### src/rtl/bcd_gate_counter_if.sv
// Signal bundle between the gated BCD counter and the frequency-meter datapath:
// raw measured signal and gate in, seven BCD digits plus status out.
interface bcd_gate_counter_if;
  logic       sig_in;
  logic       gate;
  logic [3:0] num0;
  logic [3:0] num1;
  logic [3:0] num2;
  logic [3:0] num3;
  logic [3:0] num4;
  logic [3:0] num5;
  logic [3:0] num6;
  logic       overflow;
  logic       done;

  modport master (
    output sig_in, gate,
    input  num0, num1, num2, num3, num4, num5, num6, overflow, done
  );

  modport slave (
    input  sig_in, gate,
    output num0, num1, num2, num3, num4, num5, num6, overflow, done
  );
endinterface

### src/rtl/bcd_gate_counter.sv
// Gated seven-digit BCD event counter: counts sig_in rising edges while the
// gate is high, freezes the result while it is low, clears on the next gate rise.
module bcd_gate_counter #(
  parameter int unsigned SYNC_STAGES = 2
) (
  input  logic              clk,
  input  logic              rst,
  bcd_gate_counter_if.slave bus
);
  typedef enum logic [1:0] {IDLE, CLEAR, COUNT, HOLD} state_t;

  state_t                 state_q, state_d;
  logic [SYNC_STAGES-1:0] sig_sync_q, sig_sync_d;
  logic [SYNC_STAGES-1:0] gate_sync_q, gate_sync_d;
  logic [SYNC_STAGES-1:0] prime_q, prime_d;
  logic                   sig_dly_q, sig_dly_d;
  logic                   gate_dly_q, gate_dly_d;
  logic                   armed_q, armed_d;
  logic [6:0][3:0]        num_q, num_d, num_inc;
  logic                   overflow_q, overflow_d;
  logic                   done_q, done_d;

  logic sig_s, gate_s, sig_rise, gate_rise, gate_fall, all_nines, carry;

  always_comb begin
    sig_sync_d  = {sig_sync_q[SYNC_STAGES-2:0], bus.sig_in};
    gate_sync_d = {gate_sync_q[SYNC_STAGES-2:0], bus.gate};
    prime_d     = {prime_q[SYNC_STAGES-2:0], 1'b1};
    sig_s       = sig_sync_q[SYNC_STAGES-1];
    gate_s      = gate_sync_q[SYNC_STAGES-1];
    sig_dly_d   = sig_s;
    gate_dly_d  = gate_s;
    sig_rise    = sig_s & ~sig_dly_q;
    gate_rise   = gate_s & ~gate_dly_q;
    gate_fall   = ~gate_s & gate_dly_q;
    // gate_s only reflects the pin once the synchronizer has refilled after
    // reset; a window may open only after a genuine low has been seen.
    armed_d     = armed_q | (prime_q[SYNC_STAGES-1] & ~gate_s);
  end

  always_comb begin
    num_inc   = num_q;
    carry     = 1'b1;
    all_nines = (num_q == {7{4'd9}});
    for (int unsigned i = 0; i < 7; i++) begin
      if (carry) begin
        if (num_q[i] >= 4'd9) begin
          num_inc[i] = '0;
        end else begin
          num_inc[i] = num_q[i] + 4'd1;
          carry      = 1'b0;
        end
      end
    end
  end

  always_comb begin
    state_d    = state_q;
    num_d      = num_q;
    overflow_d = overflow_q;
    done_d     = 1'b0;
    case (state_q)
      IDLE: begin
        if (gate_rise && armed_q) state_d = CLEAR;
      end
      CLEAR: begin
        num_d      = '0;
        overflow_d = 1'b0;
        if (gate_fall) begin
          state_d = HOLD;
          done_d  = 1'b1;
        end else begin
          state_d = COUNT;
        end
      end
      COUNT: begin
        if (gate_fall) begin
          state_d = HOLD;
          done_d  = 1'b1;
        end else if (sig_rise) begin
          if (all_nines) overflow_d = 1'b1;
          else           num_d      = num_inc;
        end
      end
      HOLD: begin
        if (gate_rise) state_d = CLEAR;
      end
      default: state_d = IDLE;
    endcase
  end

  always_ff @(posedge clk or negedge rst) begin
    if (!rst) begin
      state_q     <= IDLE;
      sig_sync_q  <= '0;
      gate_sync_q <= '0;
      prime_q     <= '0;
      sig_dly_q   <= 1'b0;
      gate_dly_q  <= 1'b0;
      armed_q     <= 1'b0;
      num_q       <= '0;
      overflow_q  <= 1'b0;
      done_q      <= 1'b0;
    end else begin
      state_q     <= state_d;
      sig_sync_q  <= sig_sync_d;
      gate_sync_q <= gate_sync_d;
      prime_q     <= prime_d;
      sig_dly_q   <= sig_dly_d;
      gate_dly_q  <= gate_dly_d;
      armed_q     <= armed_d;
      num_q       <= num_d;
      overflow_q  <= overflow_d;
      done_q      <= done_d;
    end
  end

  assign bus.num0     = num_q[0];
  assign bus.num1     = num_q[1];
  assign bus.num2     = num_q[2];
  assign bus.num3     = num_q[3];
  assign bus.num4     = num_q[4];
  assign bus.num5     = num_q[5];
  assign bus.num6     = num_q[6];
  assign bus.overflow = overflow_q;
  assign bus.done     = done_q;
endmodule
### src/flat_wrapper.sv
// flat-port wrapper written by rule: the top's interface ports become plain ports
module bcd_gate_counter_flat 
#(
  parameter int unsigned SYNC_STAGES = 2
)
  (clk, rst, bus_sig_in, bus_gate, bus_num0, bus_num1, bus_num2, bus_num3, bus_num4, bus_num5, bus_num6, bus_overflow, bus_done);
  bcd_gate_counter_if bus_i ();
  input  logic clk;
  input  logic rst;
  input wire logic [$bits(bus_i.sig_in)-1:0] bus_sig_in;
  input wire logic [$bits(bus_i.gate)-1:0] bus_gate;
  output wire logic [$bits(bus_i.num0)-1:0] bus_num0;
  output wire logic [$bits(bus_i.num1)-1:0] bus_num1;
  output wire logic [$bits(bus_i.num2)-1:0] bus_num2;
  output wire logic [$bits(bus_i.num3)-1:0] bus_num3;
  output wire logic [$bits(bus_i.num4)-1:0] bus_num4;
  output wire logic [$bits(bus_i.num5)-1:0] bus_num5;
  output wire logic [$bits(bus_i.num6)-1:0] bus_num6;
  output wire logic [$bits(bus_i.overflow)-1:0] bus_overflow;
  output wire logic [$bits(bus_i.done)-1:0] bus_done;
  assign bus_i.sig_in = bus_sig_in;
  assign bus_i.gate = bus_gate;
  assign bus_num0 = bus_i.num0;
  assign bus_num1 = bus_i.num1;
  assign bus_num2 = bus_i.num2;
  assign bus_num3 = bus_i.num3;
  assign bus_num4 = bus_i.num4;
  assign bus_num5 = bus_i.num5;
  assign bus_num6 = bus_i.num6;
  assign bus_overflow = bus_i.overflow;
  assign bus_done = bus_i.done;
  bcd_gate_counter #(.SYNC_STAGES(SYNC_STAGES)) u_core (.clk(clk), .rst(rst), .bus(bus_i));
endmodule
### config.mk
export PLATFORM = sky130hd
export DESIGN_NAME = bcd_gate_counter_flat
export DESIGN_NICKNAME = d
export VERILOG_FILES = /design/src/rtl/bcd_gate_counter_if.sv /design/src/rtl/bcd_gate_counter.sv /design/src/flat_wrapper.sv
export SDC_FILE = /design/constraint.sdc
export NUM_CORES = 1
export LEC_CHECK = 0
export ABC_AREA = 0
export CAP_MARGIN = 20
export CORE_MARGIN = 2
export CORE_UTILIZATION = 58
export DETAILED_ROUTE_END_ITERATION = 6
export PLACE_DENSITY = 0.81
export SYNTH_ARGS = -nofsm -noshare
export SYNTH_HDL_FRONTEND = slang
export SYNTH_SLANG_ARGS = --single-unit
### constraint.sdc
create_clock -name clk -period 4 [get_ports clk]
set_clock_uncertainty 0.2 [all_clocks]
set_input_delay 0.8 -clock clk [delete_from_list [all_inputs] [get_ports clk]]
set_output_delay 0.8 -clock clk [all_outputs]
set_load 0.02 [all_outputs]
==> impl_results.md, run 1 <==
- Post-CTS setup buffers: 0
- CTS tree: built
- Max VDD drop: between 0.3 and 0.4 mV
- Core area: roughly 0.0037 mm^2
- Final #Nets: 299
- Startpoint Class: register
- Critical path peak fanout: 11
- FP Rows: 22
- Initial DRC Count: roughly 130
- Synth unique cells: 39
- Max_slew headroom: 0.4132
- Clock period minus worst slack: about 2.9 ns
- Via/cell ratio: approximately 5.6
- Synth Register Bits: 41
- GR Util All Layers: 0.2322
- FMAX: 348.4 MHz
- Slew Viols, Final: 0
- Switching share of power: 0.4280
- CP endpoint kind: register
- Filler Cells Inserted: 285
- Synth top area cells: dfrtp_1, ha_1, o21ai_0, inv_1, nand2_1
- Diode count: 0
- Status: finished clean
- Starting Density: 0.6138
- Post-synthesis sequential area ratio: 0.4498
- Layout cells sized above 1: 0.06642
- Remaining Overflow, GRT: 0
- First-pass GRT wire length: a little under 8000 um
- Die footprint: between 0.004 and 0.005 mm^2
- RSZ-0062 raised after global routing: no
- CTS clk-pin slew, worst paths: around 0.080 ns
- Final Hold Viols: 0
- Die width: around 67 um
- Top cell type's share of synthesized area: 0.4498
- PD cells: between 600 and 700 mW/mm^2
- CTS Root Cell: clkbuf_8
- Reg2Reg Depth: 8
- CP Class: register to register
- Static leakage: about 1.2 nW
- Comb pwr share: 0.474
- Clock sinks: 41
- Post_cts resized: 0
- Worst min-delay path class: register to register
- Mean Syn Cell Area: a little under 10 um^2
- Initial antenna violation count: 0
- DR WL/cell: 14.23 um
- Maxcap violations: 0
- DP HPWL: approximately 3300 um
- Number of global-route vias before repair: approximately 1700
- Worst EP required: 3.98 ns
- Tcrit/Tclk final: 0.7175
- Number of buffers on the longest clock path: 2
- Min-Delay Path Depth: 0
- Clk pwr share: 0.204
- Sequential Power Share: 0.323
- TritonCTS Buffers: 5
- H-tree levels: 2
- WP data arrival: between 2 and 3 ns
- Switch Pwr: about 0.00073 W
- Post-Syn Instances: around 230
- Clk_lat worst skew: 0.30 ns
- Total of warnings raised by yosys: 0
- Routed wire length: roughly 4500 um
- Antenna-violating nets left: 0
- Mapped Nets: 263
- First-pass iteration count of the detailed router: 4
- Worst Tran Pin Value: approximately 0.88 ns
- Drt drc: 0
- Synth Cell Area: roughly 0.0023 mm^2
- Hold buffers post-CTS: 0
- # port buffers: 33
- Placed instance area: 0.002641 mm^2
- Setup TNS: 0 ns
- Power Internal: 0.0009809 W
- Die Span Y: around 67 um
- Routed via count: approximately 1800
- Area growth from synthesis to layout: 21.06%
- Final GP Congestion: roughly 0.8
- Post-route cell area: approximately 0.0028 mm^2
- Largest net degree at the start of global routing: between 40 and 50
- Area leader, netlist: dfrtp_1
- Final setup violation count: 0
- Ports: 34
## power groups by stage
| stage | registers, W | clock network, W | logic, W |
|---|---|---|---|
| after global placement | 0.000559 | 0 | 0.000793 |
| after floorplan | 0.000603 | 0 | 0.000542 |
| after global routing | 0.000563 | 0.000375 | 0.000926 |
| after CTS | 0.000553 | 0.000354 | 0.000815 |
| after detailed placement | 0.000561 | 0 | 0.000805 |
| final | 0.000554 | 0.000349 | 0.000812 |
## metrics by stage
step	hold WS [ns]	worst slack (ns)	total power [W]	std cells	util
finish	0.1588	1.130	0.001715	319	0.7431
global route	0.1724	0.9642	0.001864	319	0.7431
CTS	0.1610	1.141	0.001722	319	0.7431
detailed placement	0.1426	1.172	0.001366	311	0.7108
global placement	0.1326	1.249	0.001351	311	0.7108
floorplan	0.1312	1.472	0.001145	234	-
## synthesized netlist by cell type (all sizes together)
| cell type | number |
|---|---|
| a211oi | 1 |
| a21o | 2 |
| a21oi | 8 |
| a31oi | 1 |
| a32oi | 1 |
| a41oi | 4 |
| and2 | 2 |
| and3 | 1 |
| and4 | 1 |
| buf | 4 |
| conb | 1 |
| dfrtp | 41 |
| ha | 25 |
| inv | 24 |
| mux2i | 3 |
| nand2 | 23 |
| nand2b | 8 |
| nand3 | 13 |
| nand4b | 4 |
| nand4bb | 1 |
| nor2 | 11 |
| nor2b | 5 |
| nor3 | 4 |
| nor4 | 2 |
| o21a | 1 |
| o21ai | 28 |
| o21bai | 1 |
| o2bb2ai | 1 |
| o311a | 1 |
| o311ai | 1 |
| o31ai | 4 |
| o32ai | 1 |
| o41ai | 2 |
| or3b | 3 |
| or4 | 1 |
## layout by cell type, fill, tap and decap left out, drive strengths merged
cell type      instances
conb                   1
inv                   24
and2                   2
o21bai                 1
mux2i                  3
o31ai                  4
and3                   1
buf                    1
o21ai                 28
clkbuf                 6
and4                   1
a41oi                  4
clkinvlp               1
ha                    25
nand3                 13
a21o                   2
o2bb2ai                1
a21oi                  8
or4                    1
nand2                 23
nand4bb                1
a211oi                 1
clkdlybuf4s50         32
nand4b                 4
o41ai                  2
or3b                   3
nor2b                  5
o311ai                 1
nor3                   4
nor2                  11
o32ai                  1
nand2b                 8
dfrtp                 41
bufinv                 1
nor4                   2
a32oi                  1
a31oi                  1
o311a                  1
o21a                   1
## per-layer routing
layer	up-vias	share of wire	track usage	wire length [um]
li1	883	-	-	-
met1	861	0.46	0.2837	2067
met2	30	0.49	0.3963	2239
met3	6	0.041	0.06419	187
met4	0	0.0097	0.07398	44
met5	-	0	0	0
## critical path: stages (launching register included)
cell	delay, ns
dfrtp_1	0.42
inv_1	0.10
ha_1	0.36
nand4b_1	0.18
or4_4	0.51
o311a_1	0.45
and4_4	0.26
a41oi_1	0.20
a21oi_1	0.06
## logic make-up after synthesis
group                      after synthesis  share of synthesized area
AOI/OAI and AO/OA                       57                     0.1591
adders and majority gates               25                     0.1371
buffers and inverters                   28                    0.05047
DFF                                     41                     0.4498
muxes                                    3                    0.01317
other                                    1                   0.001644
and+or+nand+nor                         79                     0.1887
## final timing paths
| kind | start | end | slack [ns] |
|---|---|---|---|
| hold / removal | u_core.gate_sync_q[0]$_DFF_PN0_ | u_core.gate_sync_q[1]$_DFF_PN0_ | 0.16 |
| hold reg to reg | u_core.gate_sync_q[0]$_DFF_PN0_ | u_core.gate_sync_q[1]$_DFF_PN0_ | 0.16 |
| setup reg to reg | u_core.state_q[0]$_DFFE_PN0P_ | u_core.bus.num6[3]$_DFFE_PN0P_ | 1.13 |
| max in group asynchronous | rst | u_core.bus.num1[3]$_DFFE_PN0P_ | 2.64 |
| setup / recovery | u_core.state_q[0]$_DFFE_PN0P_ | u_core.bus.num6[3]$_DFFE_PN0P_ | 1.13 |
| min in group asynchronous | rst | u_core.prime_q[1]$_DFF_PN0_ | 0.42 |
## cell type report
class                           instances  area (um^2)  area share
Inverter                               24        90.09     0.03262
Clock buffer                            6        82.58     0.02990
Timing Repair Buffer                   33        325.3      0.1178
Tap cell                               48        60.06     0.02175
Sequential cell                        41         1026      0.3715
Clock inverter                          2        37.54     0.01359
Multi-Input combinational cell        165         1140      0.4128
## state kept, by name (all words and copies together) (netlist names), 2 cells and up
register and cells:
u_core.bus.num0 4, u_core.bus.num1 4, u_core.bus.num2 4, u_core.bus.num3 4, u_core.bus.num4 4, u_core.bus.num5 4, u_core.bus.num6 4, u_core.gate_sync_q 2
u_core.prime_q 2, u_core.sig_sync_q 2, u_core.state_q 2
No activity file was read; power rests on OpenSTA's default activity.
==> run 2, diff against run 1 <==
--- a/config.mk
+++ b/config.mk
@@ -8,9 +8,9 @@
 export ABC_AREA = 0
 export CAP_MARGIN = 20
 export CORE_MARGIN = 2
-export CORE_UTILIZATION = 58
+export CORE_UTILIZATION = 49
 export DETAILED_ROUTE_END_ITERATION = 6
-export PLACE_DENSITY = 0.81
+export PLACE_DENSITY = 0.72
 export SYNTH_ARGS = -nofsm -noshare
 export SYNTH_HDL_FRONTEND = slang
 export SYNTH_SLANG_ARGS = --single-unit
==> constraint.sdc (replaced) <==
create_clock -name clk -period 2.4 [get_ports clk]
set_clock_uncertainty 0.2 [all_clocks]
set_input_delay 0.48 -clock clk [delete_from_list [all_inputs] [get_ports clk]]
set_output_delay 0.48 -clock clk [all_outputs]
set_load 0.02 [all_outputs]
==> run 2 against run 1 <==
Compared with the run above:
- the run now ends with negative setup slack left
- count of clock-buffer cells in the layout is 1 lower
- utilization is 2.7 points higher
- worst setup slack worse by 1.2 ns
- first-iteration DRC count is 17% lower
- sequential share of layout area is 6.8 points lower
- power is 120% higher
- register-to-register slack worse by 1.2 ns
- critical path depth is 1 higher
- design area is 23% higher
- non-clock buffer count is 55 higher
- via count is 14% higher
- sequential power is 57% higher
- largest power group unchanged
==> impl_results.md, run 2 (synthesis results as in run 1) <==
- First-pass iteration count of the detailed router: 4 (unchanged)
- Met2 usage: 0.3670 (was 0.3963)
- Filler Cells Inserted: 287 (was 285)
- Drt drc: 0 (unchanged)
- Min-Delay Path Depth: 0 (unchanged)
- WP data arrival: 2.44 ns (was 2.85 ns)
- DR WL/cell: 14.79 um (was 14.23 um)
- Hold_sp: u_core.prime_q[0]$_DFF_PN0_ (was u_core.gate_sync_q[0]$_DFF_PN0_)
- Placed instance area: 0.003027 mm^2 (was 0.002641 mm^2)
- CP endpoint kind: register (unchanged)
- CTS clk-pin slew, worst paths: 0.08 ns (about the same)
- FMAX: 407.6 MHz (was 348.4 MHz)
- Die width: 72.23 um (was 66.71 um)
- Maxcap violations: 0 (unchanged)
- Remaining Overflow, GRT: 0 (unchanged)
- Via/cell ratio: 5.360 (was 5.580)
- Clock period minus worst slack: 2.453 ns (was 2.870 ns)
- Largest net degree at the start of global routing: 23 (was 42)
- Layout cells sized above 1: 0.3313 (was 0.06642)
- Critical path peak fanout: 8 (was 11)
- Die Span Y: 72.23 um (was 66.71 um)
- Routed wire length: 5589 um (was 4538 um)
- Tcrit/Tclk final: 1.022 (was 0.7175)
- RSZ-0062 raised after global routing: yes (was no)
- Post-route setup slack: -0.05311 ns (was 1.130 ns)
- Core area: 0.004414 mm^2 (was 0.003716 mm^2)
- PD cells: 1119 mW/mm^2 (was 621.0 mW/mm^2)
- Area growth from synthesis to layout: 48.99% (was 21.06%)
- Commonest non-fill, non-tap cells in the layout: buf_4, dfrtp_1, clkdlybuf4s50_1, ha_1, nand2_1 (was dfrtp_1, clkdlybuf4s50_1, o21ai_0, ha_1, inv_1)
- Initial DRC Count: 110 (was 132)
- Worst EP required: 2.38 ns (was 3.98 ns)
- Final Hold Viols: 0 (unchanged)
- Reg2Reg Depth: 9 (was 8)
- Number of buffers on the longest clock path: 2 (unchanged)
- FP Rows: 24 (was 22)
- Antenna-violating nets left: 0 (unchanged)
- Routed via count: 2026 (was 1780)
- H-tree levels: 2 (unchanged)
- Dpl ws: -0.1269 ns (was 1.172 ns)
- Startpoint Class: register (unchanged)
- Most Crowded Layer GR: met2 (unchanged)
- Violated checks: negative setup slack
- Worst min-delay path class: register to register (unchanged)
- DP HPWL: 3942 um (was 3262 um)
- Max_slew headroom: 0.6597 (was 0.4132)
- CTS tree: built (unchanged)
- Number of global-route vias before repair: 1913 (was 1718)
- Reg2Reg Capture Point: u_core.bus.num5[0]$_DFFE_PN0P_ (was u_core.bus.num6[3]$_DFFE_PN0P_)
- Worst Tran Pin Value: 0.5051 ns (was 0.8802 ns)
- Diode count: 0 (unchanged)
- CP Class: register to register (unchanged)
- GR Util All Layers: 0.2242 (was 0.2322)
- Most common cell after layout, fill and taps aside: buf_4 (was dfrtp_1)
- Final setup violation count: 8 (was 0)
- Status: complete, but fails checks (was finished clean)
- Slew Viols, Final: 0 (unchanged)
- RR Startpoint: u_core.bus.num5[1]$_DFFE_PN0P_ (was u_core.state_q[0]$_DFFE_PN0P_)
- Reg2reg setup slack: -0.05 ns (was 1.13 ns)
- Met3 usage in global routing: 0.04444 (was 0.06419)
- Final #Nets: 354 (was 299)
- Final GP Congestion: 0.8344 (was 0.7799)
- Max VDD drop: 0.7637 mV (was 0.3835 mV)
- Starting Density: 0.5167 (was 0.6138)
- Ports: 34 (unchanged)
- Post-route cell area: 0.003398 mm^2 (was 0.002761 mm^2)
- Grt met1 use: 0.3032 (was 0.2837)
- Worst Hold Endpoint: u_core.prime_q[1]$_DFF_PN0_ (was u_core.gate_sync_q[1]$_DFF_PN0_)
- Clock sinks: 41 (unchanged)
- Static leakage: 1.555 nW (was 1.223 nW)
- TritonCTS Buffers: 5 (unchanged)
- Initial antenna violation count: 0 (unchanged)
- Clk_lat worst skew: 0.29 ns (was 0.30 ns)
- CTS Root Cell: clkbuf_8 (unchanged)
- First-pass GRT wire length: 9025 um (was 7748 um)
- Die footprint: 0.005216 mm^2 (was 0.004450 mm^2)
- # port buffers: 33 (unchanged)
==> run 2: changes by cell type in the layout (fill, tap and decap cells not counted), sizes merged <==
| cell | change |
|---|---|
| dlygate4sd3 | +1 |
| buf | +54 |
| clkinv | +1 |
| clkbuf | -1 |
==> run 2: final cells by class <==
class                   instances  area, um^2  share of cell area
flip-flops and latches         41        1031              0.3034
well taps                      52       65.06             0.01915
clock buffers                   5       68.82             0.02025
inverters                      24       93.84             0.02761
repair buffers                 88       752.0              0.2213
clock inverters                 3       43.79             0.01289
multi-input cells             165        1344              0.3954
==> run 2: per-stage QoR <==
step	std cells	hold slack, ns	setup TNS [ns]	utilization	total power [W]
3_3_place_gp	361	0.1329	-0.1129	0.6857	0.002744
6_report	378	0.1537	-0.1362	0.7698	0.003803
3_5_place_dp	361	0.1363	-0.8912	0.6857	0.002771
4_1_cts	374	0.1564	-0.1653	0.7404	0.003525
2_1_floorplan	234	-0.01559	-0.1813	-	0.001971
5_1_grt	378	0.1579	-1.703	0.7698	0.004062
==> run 2: what timing repair did <==
| action | 4_1_cts | 5_1_grt |
|---|---|---|
| hold buffers | 1 | 0 |
| buffers inserted | 4 | 4 |
| gates resized for setup | 21 | 32 |
| hold endpoints to repair | 20 | 0 |
| setup endpoints to repair | 20 | 27 |
| pin swaps | 8 | 7 |
==> run 2: critical path, stage by stage (launching register included) <==
cell and delay, ns:
dfrtp_1 0.41, inv_2 0.08, ha_4 0.13, nand4b_1 0.13
or4_4 0.59, o311a_4 0.35, buf_6 0.13, nand3_4 0.12
nor3_2 0.06, a21o_1 0.15
==> run 2: how the worst max path moves through the flow <==
stage,startpoint,endpoint,slack [ns],cells after the start
after detailed placement,u_core.bus.num4[1]$_DFFE_PN0P_,u_core.bus.num1[3]$_DFFE_PN0P_,-0.13,8
after CTS,u_core.bus.num6[1]$_DFFE_PN0P_,u_core.bus.num5[0]$_DFFE_PN0P_,-0.06,9
after floorplan,u_core.bus.num0[1]$_DFFE_PN0P_,u_core.bus.num6[3]$_DFFE_PN0P_,-0.08,9
final,u_core.bus.num5[1]$_DFFE_PN0P_,u_core.bus.num5[0]$_DFFE_PN0P_,-0.05,9
after global placement,u_core.bus.num4[1]$_DFFE_PN0P_,u_core.bus.num1[3]$_DFFE_PN0P_,-0.04,8
after global routing,u_core.bus.num6[1]$_DFFE_PN0P_,u_core.bus.num5[0]$_DFFE_PN0P_,-0.14,9
==> run 2: routing by layer <==
metal | vias up | part of all wire
met5 | - | 0
met4 | 0 | 0.011
met3 | 7 | 0.039
met2 | 48 | 0.51
met1 | 974 | 0.44
li1 | 997 | -
==> run 2: power breakdown <==
part           total [W]  switching, W  internal (W)
clock network   0.000558      0.000247      0.000312
registers       0.000872     0.0000728      0.000799
logic            0.00237       0.00128       0.00109
==> run 3, diff against run 2 <==
==> constraint.sdc (replaced) <==
create_clock -name clk -period 2.4 [get_ports clk]
set_clock_uncertainty 0.2 [all_clocks]
set_input_delay 0.6 -clock clk [delete_from_list [all_inputs] [get_ports clk]]
set_output_delay 0.6 -clock clk [all_outputs]
set_load 0.02 [all_outputs]
==> run 3 against run 2 <==
Compared with the run above:
- the flow still finishes with violations (negative setup slack)
- sequential cell count did not move
- clock power fell by 18%
- highest routed layer unchanged
- via count rose by 1.6%
- sequential power rose by 0.9%
- worst setup slack got worse by 0.044 ns
- count of clock-buffer cells in the layout did not move
- die area did not move
- global-route usage rose by 0.12 points
- sequential share of layout area fell by 0.48 points
- first-iteration DRC count rose by 12%
==> impl_results.md, run 3 (synthesis results as in run 1) <==
- Status: complete, but fails checks (unchanged)
- Violated checks: negative setup slack (unchanged)
- Clock period minus worst slack: 2.497 ns (was 2.453 ns)
- CTS tree: built (unchanged)
- Largest net degree at the start of global routing: 27 (was 23)
- Critical path peak fanout: 5 (was 8)
- Grt met1 use: 0.2879 (was 0.3032)
- Area of the multi-input gates: 0.001376 mm^2 (was 0.001344 mm^2)
- Crit-path cells: inv_2, ha_4, nand4b_1, or4_4, o311a_4, buf_6, nand3_4, nor3_2, a21o_1 (unchanged)
- Routed wire length: 5767 um (was 5589 um)
- Die footprint: 0.005216 mm^2 (unchanged)
- # port buffers: 33 (unchanged)
- Worst EP required: 2.39 ns (was 2.38 ns)
- Static leakage: 1.584 nW (was 1.555 nW)
- Tcrit/Tclk final: 1.040 (was 1.022)
- Final #Nets: 361 (was 354)
- WP data arrival: 2.49 ns (was 2.44 ns)
- Via/cell ratio: 5.348 (was 5.360)
- Diode count: 0 (unchanged)
- Filler Cells Inserted: 292 (was 287)
- Clock sinks: 41 (unchanged)
- CTS clk-pin slew, worst paths: 0.09 ns (was 0.08 ns)
- Initial antenna violation count: 0 (unchanged)
- Crit-path max cell delay: 0.59 ns (about the same)
- Max VDD drop: 0.7264 mV (was 0.7637 mV)
- Reg area: 0.001031 mm^2 (unchanged)
- Die width: 72.23 um (unchanged)
- Drt drc: 0 (unchanged)
- Initial DRC Count: 123 (was 110)
- Worst Tran Pin Value: 0.5943 ns (was 0.5051 ns)
- Most common cell after layout, fill and taps aside: buf_4 (unchanged)
- Commonest non-fill, non-tap cells in the layout: buf_4, dfrtp_1, clkdlybuf4s50_1, ha_1, nand2_1 (unchanged)
- RSZ-0062 raised after global routing: yes (unchanged)
- Post-route setup slack: -0.09676 ns (was -0.05311 ns)
- CP endpoint kind: register (unchanged)
- Comb pwr share: 0.648 (was 0.624)
- Met2 usage: 0.3884 (was 0.3670)
- Share of the core filled with cells: 0.7823 (was 0.7698)
- Routed via count: 2059 (was 2026)
- First-pass iteration count of the detailed router: 4 (unchanged)
- CP Class: register to register (unchanged)
- DP HPWL: 3924 um (was 3942 um)
- Number of global-route vias before repair: 1936 (was 1913)
- Final Hold Viols: 0 (unchanged)
- Antenna-violating nets left: 0 (unchanged)
- Final Total Pwr: 0.003811 W (was 0.003803 W)
- Startpoint Class: register (unchanged)
- TritonCTS Buffers: 5 (unchanged)
- FP Rows: 24 (unchanged)
- Starting Density: 0.5167 (unchanged)
- Critical path's slowest cell: or4_4 (unchanged)
- Worst min-delay path class: input port to async pin (was register to register)
- Most Crowded Layer GR: met2 (unchanged)
- Clk_lat worst skew: 0.30 ns (was 0.29 ns)
- Post-Place Cells: 366 (was 361)
- H-tree levels: 2 (unchanged)
- PD cells: 1103 mW/mm^2 (was 1119 mW/mm^2)
- Area growth from synthesis to layout: 51.40% (was 48.99%)
- Die Span Y: 72.23 um (unchanged)
- Final GP Congestion: 0.7932 (was 0.8344)
- Ports: 34 (unchanged)
- Switching share of power: 0.4345 (was 0.4212)
- Clk pwr share: 0.121 (was 0.147)
- Non-Filler Instances: 385 (was 378)
- GR Util All Layers: 0.2254 (was 0.2242)
- DR WL/cell: 14.98 um (was 14.79 um)
- CTS Root Cell: clkbuf_8 (unchanged)
- Slew Viols, Final: 0 (unchanged)
- Power Internal: 0.002155 W (was 0.002201 W)
- Remaining Overflow, GRT: 0 (unchanged)
- Number of buffers on the longest clock path: 2 (unchanged)
- FMAX: 400.5 MHz (was 407.6 MHz)
- Met3 usage in global routing: 0.04583 (was 0.04444)
- First-pass GRT wire length: 9025 um (unchanged)
- Sequential Power Share: 0.231 (was 0.229)
- Maxcap violations: 0 (unchanged)
- Final setup violation count: 23 (was 8)
- Core area: 0.004414 mm^2 (unchanged)
- Layout cells sized above 1: 0.3634 (was 0.3313)
- Max_slew headroom: 0.6038 (was 0.6597)
- Switch Pwr: 0.001656 W (was 0.001602 W)
==> run 3: changes by cell type in the layout (fill, tap and decap cells not counted), sizes merged <==
cell / delta
inv: +1
bufinv: -1
dlymetal6s2s: +1
clkdlybuf4s50: -1
nand3: +1
buf: +7
dlygate4sd3: -1
==> run 3: layout make-up <==
type / instances / area share
multi-input cells: 166 / 0.3986
inverters: 24 / 0.02609
repair buffers: 94 / 0.2319
flip-flops and latches: 41 / 0.2986
well taps: 52 / 0.01884
clock inverters: 3 / 0.006159
clock buffers: 5 / 0.01993
==> run 3: power groups by stage <==
stage | logic (W) | registers [W] | clock network, W
2_1_floorplan | 0.000961 | 0.00101 | 0
3_3_place_gp | 0.00189 | 0.000872 | 0
3_5_place_dp | 0.00191 | 0.000879 | 0
4_1_cts | 0.00205 | 0.000871 | 0.000474
5_1_grt | 0.00268 | 0.000893 | 0.000501
6_report | 0.00247 | 0.000880 | 0.000460
==> run 3: path summary, 6_finish.rpt <==
kind	startpoint	end	slack [ns]	cells past startpoint
worst max-delay path	u_core.bus.num6[1]$_DFFE_PN0P_	u_core.bus.num5[0]$_DFFE_PN0P_	-0.1	9
worst min-delay path	rst	u_core.sig_dly_q$_DFF_PN0_	0.09	1
worst max register to register	u_core.bus.num6[1]$_DFFE_PN0P_	u_core.bus.num5[0]$_DFFE_PN0P_	-0.1	9
worst min register to register	u_core.sig_sync_q[0]$_DFF_PN0_	u_core.sig_sync_q[1]$_DFF_PN0_	0.15	0
max in group asynchronous	rst	u_core.bus.num6[3]$_DFFE_PN0P_	1.30	2
min in group clk	u_core.sig_sync_q[0]$_DFF_PN0_	u_core.sig_sync_q[1]$_DFF_PN0_	0.15	0
==> run 3: stage by stage <==
| step | setup WS, ns | area (um^2) | hold WS, ns | setup TNS [ns] |
|---|---|---|---|---|
| 2_1_floorplan | -0.07533 | 2316 | 0.1044 | -0.1813 |
| 5_1_grt | -0.1938 | 3453 | 0.1329 | -3.003 |
| 3_3_place_gp | -0.01616 | 3064 | 0.1340 | -0.07198 |
| 3_5_place_dp | -0.06534 | 3064 | 0.1371 | -0.4587 |
| 6_report | -0.09676 | 3453 | 0.09066 | -0.9691 |
| 4_1_cts | -0.03915 | 3243 | 0.09943 | -0.1658 |
==> run 3: timing repair <==
item	4_1_cts	5_1_grt
hold buffers	0	0
pin swaps	2	17
setup endpoints to repair	16	26
cloned	0	1
buffers inserted	4	6
gates resized for setup	11	48
==> run 3: worst max-delay path: cells and delay by family, from the launching register on <==
| family | cells | cell delay, ns |
|---|---|---|
| and+or+nand+nor | 4 | 0.88 |
| AOI/OAI and AO/OA | 2 | 0.55 |
| DFF | 1 | 0.41 |
| buffers and inverters | 2 | 0.23 |
| adders and majority gates | 1 | 0.13 |
==> run 3: metal layers <==
layer	wire length, um	share of wire
met1	2601	0.45
met2	2897	0.50
met3	185	0.032
met4	82	0.014
met5	0	0
